$ cat config.mk
export PLATFORM = sky130hd
export DESIGN_NAME = fhe_intc_route_cfg
export DESIGN_NICKNAME = d
export VERILOG_FILES = /design/src/rtl/fhe_intc_route_cfg_pkg.sv /design/src/rtl/fhe_intc_route_cfg_bank.sv /design/src/rtl/fhe_intc_route_cfg.sv
export SDC_FILE = /design/constraint.sdc
export NUM_CORES = 1
export LEC_CHECK = 0
export BUFFER_PORTS_ARGS = -buffer_cell sky130_fd_sc_hd__buf_2
export CAP_MARGIN = 40
export CORE_MARGIN = 1
export CORE_UTILIZATION = 50
export DETAILED_ROUTE_END_ITERATION = 8
export PLACE_DENSITY = 0.76
export SETUP_SLACK_MARGIN = 0.2
export SLEW_MARGIN = 15
export SYNTH_ARGS = -nofsm -noshare
export SYNTH_HDL_FRONTEND = slang
export SYNTH_SLANG_ARGS = --single-unit
$ cat constraint.sdc
create_clock -name clk -period 19.5 [get_ports clk]
set_clock_uncertainty 0.2 [all_clocks]
set_input_delay 1.95 -clock clk [delete_from_list [all_inputs] [get_ports clk]]
set_output_delay 1.95 -clock clk [all_outputs]
set_load 0.005 [all_outputs]
$ cat src/rtl/fhe_intc_route_cfg_pkg.sv
// Purpose: shared types and constants for the Benes interconnect route configurator.
//  Holds command codes, the command port payload, the route register bundle,
//  error bit positions and the configurator FSM state type.
package fhe_intc_route_cfg_pkg;

  localparam int unsigned STAGE_NUM         = 9;
  localparam int unsigned RING_ROUTER_DELAY = 2;

  localparam int unsigned NUM_STAGES    = STAGE_NUM;
  localparam int unsigned SEL_W         = 16;
  localparam int unsigned SETTLE_CYCLES = RING_ROUTER_DELAY;
  localparam int unsigned DRAIN_TIMEOUT = 255;

  localparam int unsigned CMD_W        = 8;
  localparam int unsigned DATA_W       = 32;
  localparam int unsigned ERR_W        = 3;
  localparam int unsigned STAGE_IDX_W  = $clog2(NUM_STAGES);
  localparam int unsigned DRAIN_CNT_W  = $clog2(DRAIN_TIMEOUT + 1);
  localparam int unsigned SETTLE_CNT_W = $clog2(SETTLE_CYCLES + 1);

  localparam logic [CMD_W-1:0] COMMAND_SET_MODULE1 = 8'd20;
  localparam logic [CMD_W-1:0] COMMAND_SET_RAM1    = 8'd23;
  localparam logic [CMD_W-1:0] COMMAND_SET_RING    = 8'd29;
  localparam logic [CMD_W-1:0] COMMAND_RESET       = 8'd111;

  localparam int unsigned ROUTE_ERR_BAD_STAGE = 0;
  localparam int unsigned ROUTE_ERR_TIMEOUT   = 1;
  localparam int unsigned ROUTE_ERR_UNKNOWN   = 2;

  typedef struct packed {
    logic              valid;
    logic [CMD_W-1:0]  command;
    logic [DATA_W-1:0] data0;
    logic [DATA_W-1:0] data1;
  } CommandDataPort;

  typedef logic [NUM_STAGES-1:0][SEL_W-1:0] sel_vec_t;

  typedef struct packed {
    sel_vec_t mod;
    sel_vec_t slot;
  } RouteCfgT;

  typedef enum logic [1:0] {
    ST_IDLE,
    ST_WAIT_DRAIN,
    ST_SETTLE,
    ST_DONE
  } route_state_t;

endpackage

$ cat src/rtl/fhe_intc_route_cfg_bank.sv
// Purpose: shadow + active select register file for the Benes interconnect.
//  Ports: clk/rst, wr_mod/wr_slot write enables with wr_idx/wr_data,
//  clear (zero shadow and active), commit (active <= shadow), active (registered).
module fhe_intc_route_cfg_bank
  import fhe_intc_route_cfg_pkg::*;
(
  input  logic                   clk,
  input  logic                   rst,
  input  logic                   wr_mod,
  input  logic                   wr_slot,
  input  logic [STAGE_IDX_W-1:0] wr_idx,
  input  logic [SEL_W-1:0]       wr_data,
  input  logic                   clear,
  input  logic                   commit,
  output RouteCfgT               active
);

  RouteCfgT shadow;

  // Stage writes land in the shadow; only a commit moves them to the active copy.
  always_ff @(posedge clk or posedge rst) begin
    if (rst) begin
      shadow <= '0;
      active <= '0;
    end else if (clear) begin
      shadow <= '0;
      active <= '0;
    end else begin
      for (int i = 0; i < NUM_STAGES; i++) begin
        if (wr_mod && (wr_idx == STAGE_IDX_W'(i))) shadow.mod[i] <= wr_data;
        if (wr_slot && (wr_idx == STAGE_IDX_W'(i))) shadow.slot[i] <= wr_data;
      end
      if (commit) active <= shadow;
    end
  end

endmodule

$ cat src/rtl/fhe_intc_route_cfg.sv
// Purpose: consumes command stream, stages Benes select words and commits them
//  atomically after the interconnect drains, stalling ALU issue while it settles.
//  Ports: clk, rst (async high), i_cmd (command port), o_cmd_ready,
//  i_intc_idle, o_module_select / o_slot_select (active selects), o_stall,
//  o_commit_done (1-cycle pulse), o_err (sticky: bad stage, drain timeout, unknown cmd).
module fhe_intc_route_cfg
  import fhe_intc_route_cfg_pkg::*;
(
  input  logic                                clk,
  input  logic                                rst,
  input  CommandDataPort                      i_cmd,
  output logic                                o_cmd_ready,
  input  logic                                i_intc_idle,
  output logic [NUM_STAGES-1:0][SEL_W-1:0]    o_module_select,
  output logic [NUM_STAGES-1:0][SEL_W-1:0]    o_slot_select,
  output logic                                o_stall,
  output logic                                o_commit_done,
  output logic [ERR_W-1:0]                    o_err
);

  route_state_t            state;
  logic [DRAIN_CNT_W-1:0]  drain_cnt;
  logic [SETTLE_CNT_W-1:0] settle_cnt;
  RouteCfgT                active;

  logic cmd_fire_c;
  logic bad_stage_c;
  logic wr_mod_c;
  logic wr_slot_c;
  logic clear_c;
  logic commit_c;
  logic unused_c;

  // Bank control decoded straight from the accepted command / drain condition.
  assign cmd_fire_c  = i_cmd.valid && (state == ST_IDLE);
  assign bad_stage_c = i_cmd.data0 >= DATA_W'(NUM_STAGES);
  assign wr_mod_c    = cmd_fire_c && (i_cmd.command == COMMAND_SET_MODULE1) && !bad_stage_c;
  assign wr_slot_c   = cmd_fire_c && (i_cmd.command == COMMAND_SET_RAM1) && !bad_stage_c;
  assign clear_c     = cmd_fire_c && (i_cmd.command == COMMAND_RESET);
  assign commit_c    = (state == ST_WAIT_DRAIN) && i_intc_idle;
  assign unused_c    = ^i_cmd.data1[DATA_W-1:SEL_W];

  fhe_intc_route_cfg_bank u_bank (
    .clk     (clk),
    .rst     (rst),
    .wr_mod  (wr_mod_c),
    .wr_slot (wr_slot_c),
    .wr_idx  (i_cmd.data0[STAGE_IDX_W-1:0]),
    .wr_data (i_cmd.data1[SEL_W-1:0]),
    .clear   (clear_c),
    .commit  (commit_c),
    .active  (active)
  );

  assign o_module_select = active.mod;
  assign o_slot_select   = active.slot;

  // Commit sequencer; outputs are registered alongside the state they belong to.
  always_ff @(posedge clk or posedge rst) begin
    if (rst) begin
      state         <= ST_IDLE;
      drain_cnt     <= '0;
      settle_cnt    <= '0;
      o_cmd_ready   <= 1'b1;
      o_stall       <= 1'b0;
      o_commit_done <= 1'b0;
      o_err         <= '0;
    end else begin
      o_commit_done <= 1'b0;
      unique case (state)
        ST_IDLE: begin
          if (cmd_fire_c) begin
            case (i_cmd.command)
              COMMAND_SET_MODULE1,
              COMMAND_SET_RAM1: begin
                if (bad_stage_c) o_err[ROUTE_ERR_BAD_STAGE] <= 1'b1;
              end
              COMMAND_SET_RING: begin
                state       <= ST_WAIT_DRAIN;
                drain_cnt   <= '0;
                o_cmd_ready <= 1'b0;
                o_stall     <= 1'b1;
              end
              COMMAND_RESET: o_err <= '0;
              default:       o_err[ROUTE_ERR_UNKNOWN] <= 1'b1;
            endcase
          end
        end
        ST_WAIT_DRAIN: begin
          if (drain_cnt != '1) drain_cnt <= drain_cnt + DRAIN_CNT_W'(1);
          // Idle takes priority over a timeout landing in the same cycle.
          if (i_intc_idle) begin
            state      <= ST_SETTLE;
            settle_cnt <= '0;
          end else if (drain_cnt >= DRAIN_CNT_W'(DRAIN_TIMEOUT - 1)) begin
            state                     <= ST_IDLE;
            o_err[ROUTE_ERR_TIMEOUT]  <= 1'b1;
            o_stall                   <= 1'b0;
            o_cmd_ready               <= 1'b1;
          end
        end
        ST_SETTLE: begin
          if (settle_cnt >= SETTLE_CNT_W'(SETTLE_CYCLES - 1)) begin
            state         <= ST_DONE;
            o_stall       <= 1'b0;
            o_commit_done <= 1'b1;
          end else if (settle_cnt != '1) begin
            settle_cnt <= settle_cnt + SETTLE_CNT_W'(1);
          end
        end
        ST_DONE: begin
          state       <= ST_IDLE;
          o_cmd_ready <= 1'b1;
        end
        default: begin
          state       <= ST_IDLE;
          o_cmd_ready <= 1'b1;
          o_stall     <= 1'b0;
        end
      endcase
    end
  end

endmodule
; ---- Word level (Yosys, flattened, before mapping)
; Index checks and enable logic that the tools add are counted.
[totals]
ff_bits = 594
word_cells = 196
out_inout_bits = 294
[op_classes]
magnitude_cmp = 3
n_eq_ne = 29
bitwise_logic = 1
muxes = 54
reduce_logical = 62
n_addsub = 2
[ops]
columns = cell, count
row1 = $mux 288, 3
row2 = $mux 16, 18
row3 = $reduce_bool 2->1, 22
row4 = $ge 32x4->1 const B, 1
row5 = $logic_and 1x1->1, 25
row6 = $eq 8x5->1 const B, 3
row7 = $mux 8, 3
row8 = $mux 2, 9
row9 = $eq 4x3->1 const B, 4
row10 = $ne 2x2->1 const B, 8
row11 = $pmux 8 s2, 1
row12 = $reduce_and 4->1, 4
row13 = $mux 1, 13
row14 = $reduce_and 5->1, 2
row15 = $add 8x1->8 const B, 1
row16 = $eq 4x2->1 const B, 2
row17 = $eq 8x7->1 const B, 1
row18 = $ge 8x8->1 const B, 1
row19 = $ne 2x1->1 const B, 4
row20 = $ne 8x8->1 const B, 1
row21 = $pmux 2 s4, 1
row22 = $pmux 1 s2, 3
row23 = $pmux 1 s3, 2
row24 = $reduce_and 6->1, 1
row25 = 16 further kinds, 18

; ---- Logic depth before layout (Yosys ltp)
; Gate-level depths: netlist of run 1.
[logic_depth]
ltp_word = 7
depth_mapped = 9
depth_no_buf = 6

; ---- Hierarchy
; Synthesis of run 1 repeated with hierarchy kept, for this count alone.
[unflattened]
hier_cells = 2073
hier_area_um2 = 25494.5
[by_module_without_submodules]
columns = mod, area_per_inst_um2, cells_each, instances, seq_area_each_um2
row1 = fhe_intc_route_cfg_bank, 24176.9, 1927, 1, 14413.8
row2 = fhe_intc_route_cfg, 1317.5, 146, 1, 451.7

; ---- Worst setup path after synthesis of run 1
; No wires, ideal clock.
[synth_path]
kind = input port to flip-flop
startpoint = in i_cmd[48] (netlist name)
endpoint = reg u_bank.shadow[111] (netlist name)
required_time_ns = 19.163
path_slack_ns = 15.312
cell_stages = 6
setup_time_ns = 0.137
arrival_ns = 3.852
path_buffers = 2
path_cell_list = or4_1 -> buf_4 -> nor3_4 -> nand4_4 -> buf_6 -> mux2i_1
[synth_between]
elab_chain_len = 5
[synth_rtl]
columns = item, line_no
row1 = from (decl), fhe_intc_route_cfg.sv:11  ; input CommandDataPort i_cmd,
row2 = $ge 32x4->1, fhe_intc_route_cfg.sv:36  ; assign bad_stage_c = i_cmd.data0 >= DATA_W'(NUM_STAGES);
row3 = $logic_not 1->1, fhe_intc_route_cfg.sv:38  ; assign wr_slot_c = cmd_fire_c && (i_cmd.command == COMMAND_SET_RAM1) && !bad_stage_c;
row4 = $logic_and 1x1->1, fhe_intc_route_cfg.sv:38
row5 = $logic_and 1x1->1, fhe_intc_route_cfg_bank.sv:31  ; if (wr_slot && (wr_idx == STAGE_IDX_W'(i))) shadow.slot[i] <= wr_data;
row6 = $reduce_bool 2->1 (no line), -
row7 = to (decl), fhe_intc_route_cfg_bank.sv:18  ; RouteCfgT shadow;
; Every way passes these cells.
; A chain may end at the register's enable or synchronous reset.

; ---- Final worst setup path of run 1
[layout_path]
startpoint = in i_cmd[67] (netlist name)
endpoint = reg u_bank.shadow[68] (netlist name)
[layout_between]
elab_chain_len = 5
[layout_rtl]
columns = item, line_no
row1 = $eq 8x5->1, fhe_intc_route_cfg.sv:38
row2 = $logic_and 1x1->1 (2 in series), fhe_intc_route_cfg.sv:38
row3 = $logic_and 1x1->1, fhe_intc_route_cfg_bank.sv:31
row4 = $reduce_bool 2->1 (no line), -
; Several ways; a longest one is shown, not always the timed one.

==> results of run 1 <==
==> per-stage QoR <==
stage	cells	power, W	worst slack (ns)
global placement	3248	0.00155	13.89
finish	3376	0.00273	15.28
global route	3376	0.00281	15.16
floorplan	2384	0.00147	0.727
CTS	3370	0.00274	15.29
detailed placement	3264	0.00158	14.63
==> layout make-up <==
type	instances	area, sq um
diodes	1	2.50
clock buffers	86	1780
clock inverters	20	216
fillers	3838	18800
inverters	10	45.0
multi-input cells	1604	9020
flip-flops and latches	594	14900
well taps	656	821
repair buffers	405	2550
==> flip-flops by register name (all words and copies together), names as in the netlist, named ones only <==
name and cells:
drain_cnt 8, o_cmd_ready 1, o_commit_done 1, o_err 3
o_stall 1, settle_cnt 2, state 1, u_bank.active 288
u_bank.shadow 288
==> synth_stat cells, drive strengths merged (5+ instances only) <==
cell type,number,area share
nand2,894,0.14
dfrtp,593,0.60
mux2i,299,0.12
a21oi,290,0.059
clkbuf,146,0.022
buf,30,0.0088
nand4,22,0.015
nor4,21,0.0072
ha,10,0.0051
inv,10,0.0015
nand2b,7,0.0018
or4,6,0.0020
or4b,5,0.0020
==> logic make-up (layout without fill, tap and decap cells) <==
logic type | Yosys count | after routing | synth area share
AND/OR/NAND/NOR | 986 | 986 | 0.173
flip-flops | 594 | 594 | 0.603
AO/OA/AOI/OAI | 308 | 308 | 0.0642
multiplexers | 299 | 299 | 0.121
buffers and inverters | 186 | 521 | 0.0325
adder cells (fa/ha/maj) | 10 | 10 | 0.00508
XOR/XNOR | 1 | 1 | 0.000355
other | 0 | 1 | 0
==> how the worst max path moves through the flow <==
stage | start | slack, ns | endpoint
after detailed placement | rst | 14.63 | u_bank.active[181]
after global routing | i_cmd[67] | 15.16 | u_bank.shadow[71]
after CTS | rst | 15.29 | u_bank.active[203]
after floorplan | rst | 0.73 | async pin
after global placement | rst | 13.89 | u_bank.active[181]
final | i_cmd[67] | 15.28 | u_bank.shadow[68]
==> layer usage <==
| metal | global-route usage | vias up | part of all wire |
|---|---|---|---|
| met1 | 0.358 | 9517 | 0.41 |
| li1 | - | 8466 | - |
| met3 | 0.0459 | 149 | 0.067 |
| met2 | 0.450 | 713 | 0.49 |
| met4 | 0.114 | 0 | 0.036 |
| met5 | 0 | - | 0 |
==> worst reg2reg max path, cell delays in order, from the launching register on <==
cell	delay, ns
dfrtp_1	0.42
inv_1	0.16
ha_1	0.41
and2_4	0.62
buf_4	0.61
buf_4	0.47
buf_16	0.33
nand2_1	0.15
a21oi_1	0.16
==> power breakdown <==
part           switching [W]  internal [W]
combinational       0.000240     0.0000704
sequential         0.0000107       0.00124
clock               0.000479      0.000683
==> summary.md, run 1 <==
| Metric | Value |
|---|---|
| Status | finished clean |
| Slowest cell on the critical path | or4b_1 |
| Clock period minus worst slack | 4.22 ns |
| Remaining antenna violation count | 0 |
| Clock sink count | 594 |
| RSZ-0062 raised after global routing | no |
| WP data arrival | 4.53 ns |
| GRT Total Usage | 0.273 |
| Iter 0 DRT Violations | 1773 |
| Depth of the worst hold-timing path | 2 |
| Vias per cell | 5.58 |
| Post-Syn Area per Cell | 10.3 sq um |
| Mapped Cells | 2384 |
| Syn_nets | 2470 |
| CTS tree | done |
| Die width | 224 microns |
| Largest buffer count on any clock path | 3 |
| Most common cell after layout, fill and taps aside | nand2_1 |
| WHS Endpoint | u_bank.active[248] |
| # rows | 80 |
| WL final | 68500 microns |
| Initial antenna violation count | 1 |
| Die height | 224 microns |
| VDD IR-drop max | 0.0776 mV |
| Sequential share of the synthesized area | 0.603 |
| Slew headroom | 0.386 |
| Hpwl dp | 42000 microns |
| F_max | 237 MHz |
| Drt pass-1 iters | 5 |
| Die Footprint | 50200 sq um |
| Maxcap violations | 0 |
| Root Buffer | clkbuf_16 |
| Most common flop cell mapped by yosys | dfrtp_1 |
| Post-Syn Area | 24600 sq um |
| First-pass GRT wire length | 106000 microns |
| Hold Crit Start | u_bank.shadow[248] |
| Worst Setup End Kind | register |
| Vias in the first global route | 18800 |
| # setup viols final | 0 |
| Final GP Congestion | 0.821 |
| Asr flop ratio synth | 1.00 |
| Initial Util | 0.512 |
| Hold slack | 0.316 ns |
| Postcts setup bufs | 0 |
| Lkg Pwr | 16.2 nW |
| Worst-path cell chain | buf_2 > or4b_1 > nor3_2 > nand4_2 > mux2i_1 |
| Share of post-route cells with drive strength above 1 | 0.199 |
| CTS resizes | 0 |
| H-tree levels | 2 |
| Hold_buf cts | 0 |
| Crit-path max FO | 16 |
| Worst reg-to-reg setup slack | 15.89 ns |
| Number of cells on the critical path | 5 |
| Fin. max-slew vios | 0 |
| Total Neg Setup Slack | 0 ns |
| Setup CP Type | input port to register |
| DRC violations left | 0 |
| CTS buffer count | 59 |
| Post-route cell area | 29300 sq um |
| Final cycle utilization of the critical path | 0.217 |
| Pin count of the biggest net entering global routing | 178 |
| Overflow after GRT | 0 |
| HP Class | register to register |
| Placed cell areas | 27200 sq um |
| Crit path buffers/inverters | 1 |
| Critical Path Max Stage Delay | 0.79 ns |
| Power Density | 93.0 nW/um^2 |
| RR Endpoint | u_bank.active[254] |
| Post-synth EDFFs | 0 |
| CP required | 19.81 ns |
| Cell variety after synth | 50 |
| IO buf count | 353 |
| Final nets | 2760 |
| WL/cell | 20.3 microns |
| Area growth, synth to finish | 18.9% |
| Ys Warns | 0 |
| Core area | 48100 sq um |
| CP Launch Type | input port |
| Clk pin slew, worst setup/hold paths | 0.06 ns |
| Final hold violations | 0 |
| Num ports | 370 |
| Commonest cells after routing, fill and taps aside | nand2_1, dfrtp_1, buf_2 |
| Slew @ Worst Pin | 0.922 ns |
| #FFs+latches synth | 594 |
| Final core utilization | 0.609 |
| Clock Latency Late Sink | 0.61 ns |
| Vias | 18800 |
| Register-to-Register Path Depth | 8 |
| Top Family by Delay on Critical Path | simple AND/OR/NAND/NOR gates |
(Power assumes the default switching activity.)
==> run 2: changes to the inputs <==
Clock period 19.5 ns to 3.58 ns, I/O delays scaled along.
==> summary.md, run 2 (synthesized netlist as in run 1, its figures left out) <==
| Metric | Value |
|---|---|
| Initial antenna violation count | 1 (unchanged) |
| Hpwl dp | 43400 microns (+3.4%) |
| WL/cell | 20.5 microns (+1.1%) |
| Fin cells | 3403 (+0.80%) |
| Fillcell total | 3878 (+1.0%) |
| Power Density | 506 nW/um^2 (+440%) |
| CTS tree | done |
| Die height | 224 microns (unchanged) |
| Status | finished clean |
| F_max | 334 MHz |
| Hold slack | 0.0855 ns (-0.230 ns) |
| WL final | 69800 microns (+1.9%) |
| Drt pass-1 iters | 6 (+1) |
| Final core utilization | 0.610 (+0.00159) |
| CTS buffer count | 59 (unchanged) |
| Clk pin slew, worst setup/hold paths | 0.06 ns (about the same) |
| Fin. max-slew vios | 0 (unchanged) |
| Largest regs | u_bank.active (288), u_bank.shadow (288), drain_cnt (8) |
| Worst-path cell chain | dlygate4sd3_1 > buf_2 > or4b_1 > nor4_1 > nand4_4 > mux2i_1 |
| Die Footprint | 50200 sq um (unchanged) |
| GRT Total Usage | 0.279 (+0.00614) |
| Worst Setup End Kind | register |
| Largest buffer count on any clock path | 3 (unchanged) |
| Vias in the first global route | 19100 (+1.7%) |
| Setup CP Type | input port to register |
| Area growth, synth to finish | 19.2% |
| Commonest cells after routing, fill and taps aside | nand2_1, dfrtp_1, buf_2 |
| Overflow after GRT | 0 (unchanged) |
| First-pass GRT wire length | 108000 microns (+2.0%) |
| Final cycle utilization of the critical path | 0.837 |
| Footprint of the multi-input gates | 9020 sq um (unchanged) |
| Final GP Congestion | 0.829 (+0.96%) |
| Vias | 19000 (+0.64%) |
| Num ports | 370 (unchanged) |
| Core area | 48100 sq um (unchanged) |
| RSZ-0062 raised after global routing | no |
| CTS resizes | 0 (unchanged) |
| Lkg Pwr | 16.2 nW (+0.30%) |
| VDD IR-drop max | 0.373 mV (+380%) |
| IO buf count | 353 (unchanged) |
| Initial Util | 0.512 (unchanged) |
| Placed Cells | 3286 (+0.67%) |
| Share of post-route cells with drive strength above 1 | 0.203 (+0.00387) |
| Slowest cell on the critical path | or4b_1 |
| Root Buffer | clkbuf_16 |
| Die width | 224 microns (unchanged) |
| H-tree levels | 2 (unchanged) |
| CP required | 3.89 ns (-15.92 ns) |
| Final hold violations | 0 (unchanged) |
| WP data arrival | 3.31 ns (-1.22 ns) |
| Top Family by Delay on Critical Path | simple AND/OR/NAND/NOR gates |
| # rows | 80 (unchanged) |
| Critical Path Max Stage Delay | 0.74 ns (-0.05 ns) |
| Clock Latency Late Sink | 0.61 ns (about the same) |
| Final nets | 2784 (+0.87%) |
| Maxcap violations | 0 (unchanged) |
| Register area | 14900 sq um (unchanged) |
| Vias per cell | 5.57 (-0.16%) |
| HP Class | input port to register |
| Crit-path max FO | 16 (unchanged) |
| Iter 0 DRT Violations | 1807 (+1.9%) |
| Crit path buffers/inverters | 2 (+1) |
| CP Launch Type | input port |
| # setup viols final | 0 (unchanged) |
| DRC violations left | 0 (unchanged) |
| Slew headroom | 0.428 (+0.0421) |
| Clock period minus worst slack | 2.99 ns |
| Power Total | 0.0149 W (+450%) |
| Slew @ Worst Pin | 0.859 ns (-0.0631 ns) |
| Total Neg Setup Slack | 0 ns (unchanged) |
| Pin count of the biggest net entering global routing | 121 (-32%) |
| Worst reg-to-reg setup slack | 0.68 ns (-15.21 ns) |
| Clock sink count | 594 (unchanged) |
| Remaining antenna violation count | 0 (unchanged) |
| Most common cell after layout, fill and taps aside | nand2_1 |
run 2: cell count changes in the layout (fill, tap and decap cells not counted), moves of 2 or more:
cell	delta
dlygate4sd3_1	+4
buf_16	-17
clkinv_8	+2
buf_12	+18
clkbuf_1	+7
clkinv_2	-2
clkbuf_16	-2
buf_4	+19
run 2: what timing repair did:
item,CTS,global route
setup endpoints to repair,0,53
hold buffers,4,0
hold endpoints to repair,19,0
setup buffers,0,3
run 2: area by class of cell:
type                            instances  area share
Sequential cell                       594       0.506
Multi-Input combinational cell       1604       0.307
Timing Repair Buffer                  429      0.0893
Clock buffer                           91      0.0598
Tap cell                              656      0.0279
Clock inverter                         18     0.00835
Inverter                               10     0.00141
Antenna cell                            1   0.0000852
run 2: path summary, 6_finish.rpt:
check,startpoint,to,cells after the start
worst min-delay path,i_cmd[10],u_bank.shadow[122],4
worst max register to register,state[0],u_bank.shadow[98],7
max in group asynchronous,rst,u_bank.active[175],4
worst max-delay path,i_cmd[70],u_bank.shadow[98],6
worst min register to register,o_err[0],o_err[0],1
min in group asynchronous,rst,u_bank.shadow[70],3
run 2: layer usage:
metal / GRT usage / routed length, microns / share of wire
met1: 0.370 / 28500 / 0.41
met2: 0.459 / 34500 / 0.49
met3: 0.0479 / 4320 / 0.062
met4: 0.105 / 2470 / 0.035
met5: 0 / 0 / 0
run 2: report_power, final:
part           internal, W  total, W  switching [W]  leakage (nW)
logic             0.000404   0.00173        0.00132          6.97
clock network      0.00373   0.00632        0.00259         0.989
registers          0.00677   0.00683      0.0000550          8.28
total               0.0109    0.0149        0.00397          16.2
run 2: stage by stage:
step	instance area (sq um)	setup WS [ns]
floorplan	24700	-5.08
global placement	27300	0.424
detailed placement	27300	0.260
CTS	29400	0.261
global route	29400	0.522
finish	29400	0.585
run 2: worst register-to-register path: cells and delay by family, from the launching register on:
| kind | cells | cell delay (ns) |
|---|---|---|
| adder cells (fa/ha/maj) | 1 | 0.26 |
| multiplexers | 1 | 0.38 |
| buffers and inverters | 2 | 0.37 |
| AND/OR/NAND/NOR | 3 | 1.17 |
| flip-flops | 1 | 0.44 |
==> run 3: changes to the inputs <==
Clock period 3.58 ns to 2.5 ns, I/O delays scaled along.
==> summary.md, run 3 (synthesized netlist as in run 1, its figures left out) <==
| Metric | Value |
|---|---|
| Status | finished clean |
| Clk pin slew, worst setup/hold paths | 0.06 ns (about the same) |
| Launch point of the worst reg-to-reg path | state[0] |
| Clock share of power | 0.418 (-0.007) |
| Vias per cell | 5.55 (-0.40%) |
| Slew @ Worst Pin | 0.455 ns (-0.404 ns) |
| VDD IR-drop max | 0.593 mV (+59%) |
| IO buf count | 353 (unchanged) |
| Logic pwr share | 0.128 (+0.012) |
| Pin count of the biggest net entering global routing | 85 (-30%) |
| Slew headroom | 0.696 (+0.268) |
| Share of post-route cells with drive strength above 1 | 0.223 (+0.0199) |
| CTS tree | done |
| Slowest cell on the critical path | dfrtp_2 |
| CP required | 2.78 ns (-1.11 ns) |
| Drt pass-1 iters | 6 (unchanged) |
| Fillcell total | 3683 (-5.0%) |
| Hold Crit Start | i_cmd[41] |
| RR Endpoint | u_bank.shadow[156] |
| Core area | 48100 sq um (unchanged) |
| First-pass GRT wire length | 108000 microns (-0.42%) |
| Hpwl dp | 45100 microns (+3.8%) |
| Critical Path Max Stage Delay | 0.44 ns (-0.30 ns) |
| Worst Setup End Kind | register |
| # setup viols final | 0 (unchanged) |
| Worst-path cell chain | inv_2 > ha_4 > nand4b_1 > buf_6 > nor4_4 > buf_6 > nand4_4 > buf_12 > mux2i_2 |
| CP Launch Type | register |
| Initial antenna violation count | 2 (+1) |
| Depth of the worst hold-timing path | 5 (+1) |
| Switching power | 0.00576 W (+45%) |
| Hold slack | 0.0602 ns (-0.0254 ns) |
| Maxcap violations | 0 (unchanged) |
| Worst reg-to-reg setup slack | 0.20 ns (-0.48 ns) |
| Clock period minus worst slack | 2.30 ns |
| Vias | 19300 (+1.8%) |
| Sequential share of power | 0.454 (-0.005) |
| WHS Endpoint | u_bank.shadow[31] |
| H-tree levels | 2 (unchanged) |
| Final nets | 2856 (+2.6%) |
| Commonest cells after routing, fill and taps aside | nand2_1, dfrtp_1, buf_2 |
| Setup CP Type | register to register |
| Crit-path most repeated cell | buf_6 |
| Crit path buffers/inverters | 4 (+2) |
| Final hold violations | 0 (unchanged) |
| Register-to-Register Path Depth | 9 (+2) |
| # rows | 80 (unchanged) |
| Clock Latency Late Sink | 0.61 ns (about the same) |
| GRT Total Usage | 0.276 (-0.00245) |
| Overflow after GRT | 0 (unchanged) |
| Internal | 0.0158 W (+45%) |
| Lkg Pwr | 16.8 nW (+3.6%) |
| Area growth, synth to finish | 24.3% |
| Clock sink count | 594 (unchanged) |
| Largest buffer count on any clock path | 3 (unchanged) |
| CTS buffer count | 58 (-1.7%) |
| Final GP Congestion | 0.835 (+0.68%) |
| F_max | 435 MHz |
| Num ports | 370 (unchanged) |
| Power Total | 0.0215 W (+45%) |
| Largest regs | u_bank.active (288), u_bank.shadow (288), drain_cnt (8) |
| Vias in the first global route | 19200 (+0.93%) |
| Most common cell after layout, fill and taps aside | nand2_1 |
| RSZ-0062 raised after global routing | yes |
| Die Footprint | 50200 sq um (unchanged) |
| Fin. max-slew vios | 0 (unchanged) |
| Final cycle utilization of the critical path | 0.920 |
| Initial Util | 0.512 (unchanged) |
| Remaining antenna violation count | 0 (unchanged) |
| HP Class | input port to register |
| Top Family by Delay on Critical Path | buffers and inverters |
| Root Buffer | clkbuf_16 |
| WP data arrival | 2.58 ns (-0.73 ns) |
| DRC violations left | 0 (unchanged) |
| WL final | 69600 microns (-0.24%) |
| Power Density | 703 nW/um^2 (+39%) |
| Iter 0 DRT Violations | 1933 (+7.0%) |
| Die height | 224 microns (unchanged) |
| WL/cell | 20.0 microns (-2.4%) |
| Die width | 224 microns (unchanged) |
| Switch share | 0.268 (+0.000960) |
| Crit-path max FO | 16 (unchanged) |
run 3: repair_timing:
item | 4_1_cts | 5_1_grt
endpoints found under the hold margin | 844 | 0
setup endpoints to repair | 17 | 339
hold buffers | 21 | 0
pin swaps | 0 | 1
buffers inserted | 0 | 2
cloned | 0 | 1
resized for setup | 3 | 17
run 3: how the worst max path moves through the flow:
stage | startpoint | depth (start not counted) | slack [ns] | end
2_1_floorplan | rst | 1 | -6.05 | async pin
3_5_place_dp | i_cmd[67] | 7 | 0.11 | u_bank.shadow[49]
6_report | state[0] | 9 | 0.20 | u_bank.shadow[156]
3_3_place_gp | i_cmd[67] | 7 | 0.11 | u_bank.shadow[57]
5_1_grt | state[0] | 9 | 0.12 | u_bank.shadow[125]
4_1_cts | state[0] | 9 | 0.19 | u_bank.shadow[271]
run 3: through the flow:
step | TNS [ns] | setup WS, ns | util | cell area (sq um) | instances
after floorplan | -3590.52 | -6.05 | - | 24800 | 2384
after global placement | 0 | 0.113 | 0.588 | 28300 | 3341
after detailed placement | 0 | 0.107 | 0.588 | 28300 | 3342
after CTS | 0 | 0.189 | 0.634 | 30500 | 3472
after global routing | 0 | 0.119 | 0.636 | 30600 | 3477
final | 0 | 0.200 | 0.636 | 30600 | 3477
run 3: worst register-to-register path: stages (launching register included):
cell	delay, ns
dfrtp_2	0.44
inv_2	0.12
ha_4	0.17
nand4b_1	0.13
buf_6	0.20
nor4_4	0.23
buf_6	0.19
nand4_4	0.13
buf_12	0.20
mux2i_2	0.16
run 3: area by class of cell:
cell class | count | area [sq um] | area share
multi-input combinational | 1605 | 9190 | 0.300
clock buffer | 85 | 1690 | 0.0553
antenna | 2 | 5.00 | 0.000163
clock inverter | 24 | 279 | 0.00911
tap | 656 | 821 | 0.0268
inverter | 10 | 41.3 | 0.00135
sequential | 594 | 14900 | 0.485
timing repair buffer | 501 | 3730 | 0.122
run 3: power groups by stage:
stage	clock [W]	combinational, W	sequential [W]
2_1_floorplan	0	0.00155	0.00995
3_3_place_gp	0	0.00260	0.00994
3_5_place_dp	0	0.00266	0.00995
4_1_cts	0.00909	0.00270	0.00977
5_1_grt	0.00946	0.00297	0.00978
6_report	0.00899	0.00276	0.00977
run 3: routing by layer:
metal,track usage,vias up,routed length (microns)
met1,0.368,9755,28400
met3,0.0375,154,4230
met4,0.113,0,2590
li1,-,8659,-
met5,0,-,0
met2,0.458,733,34400
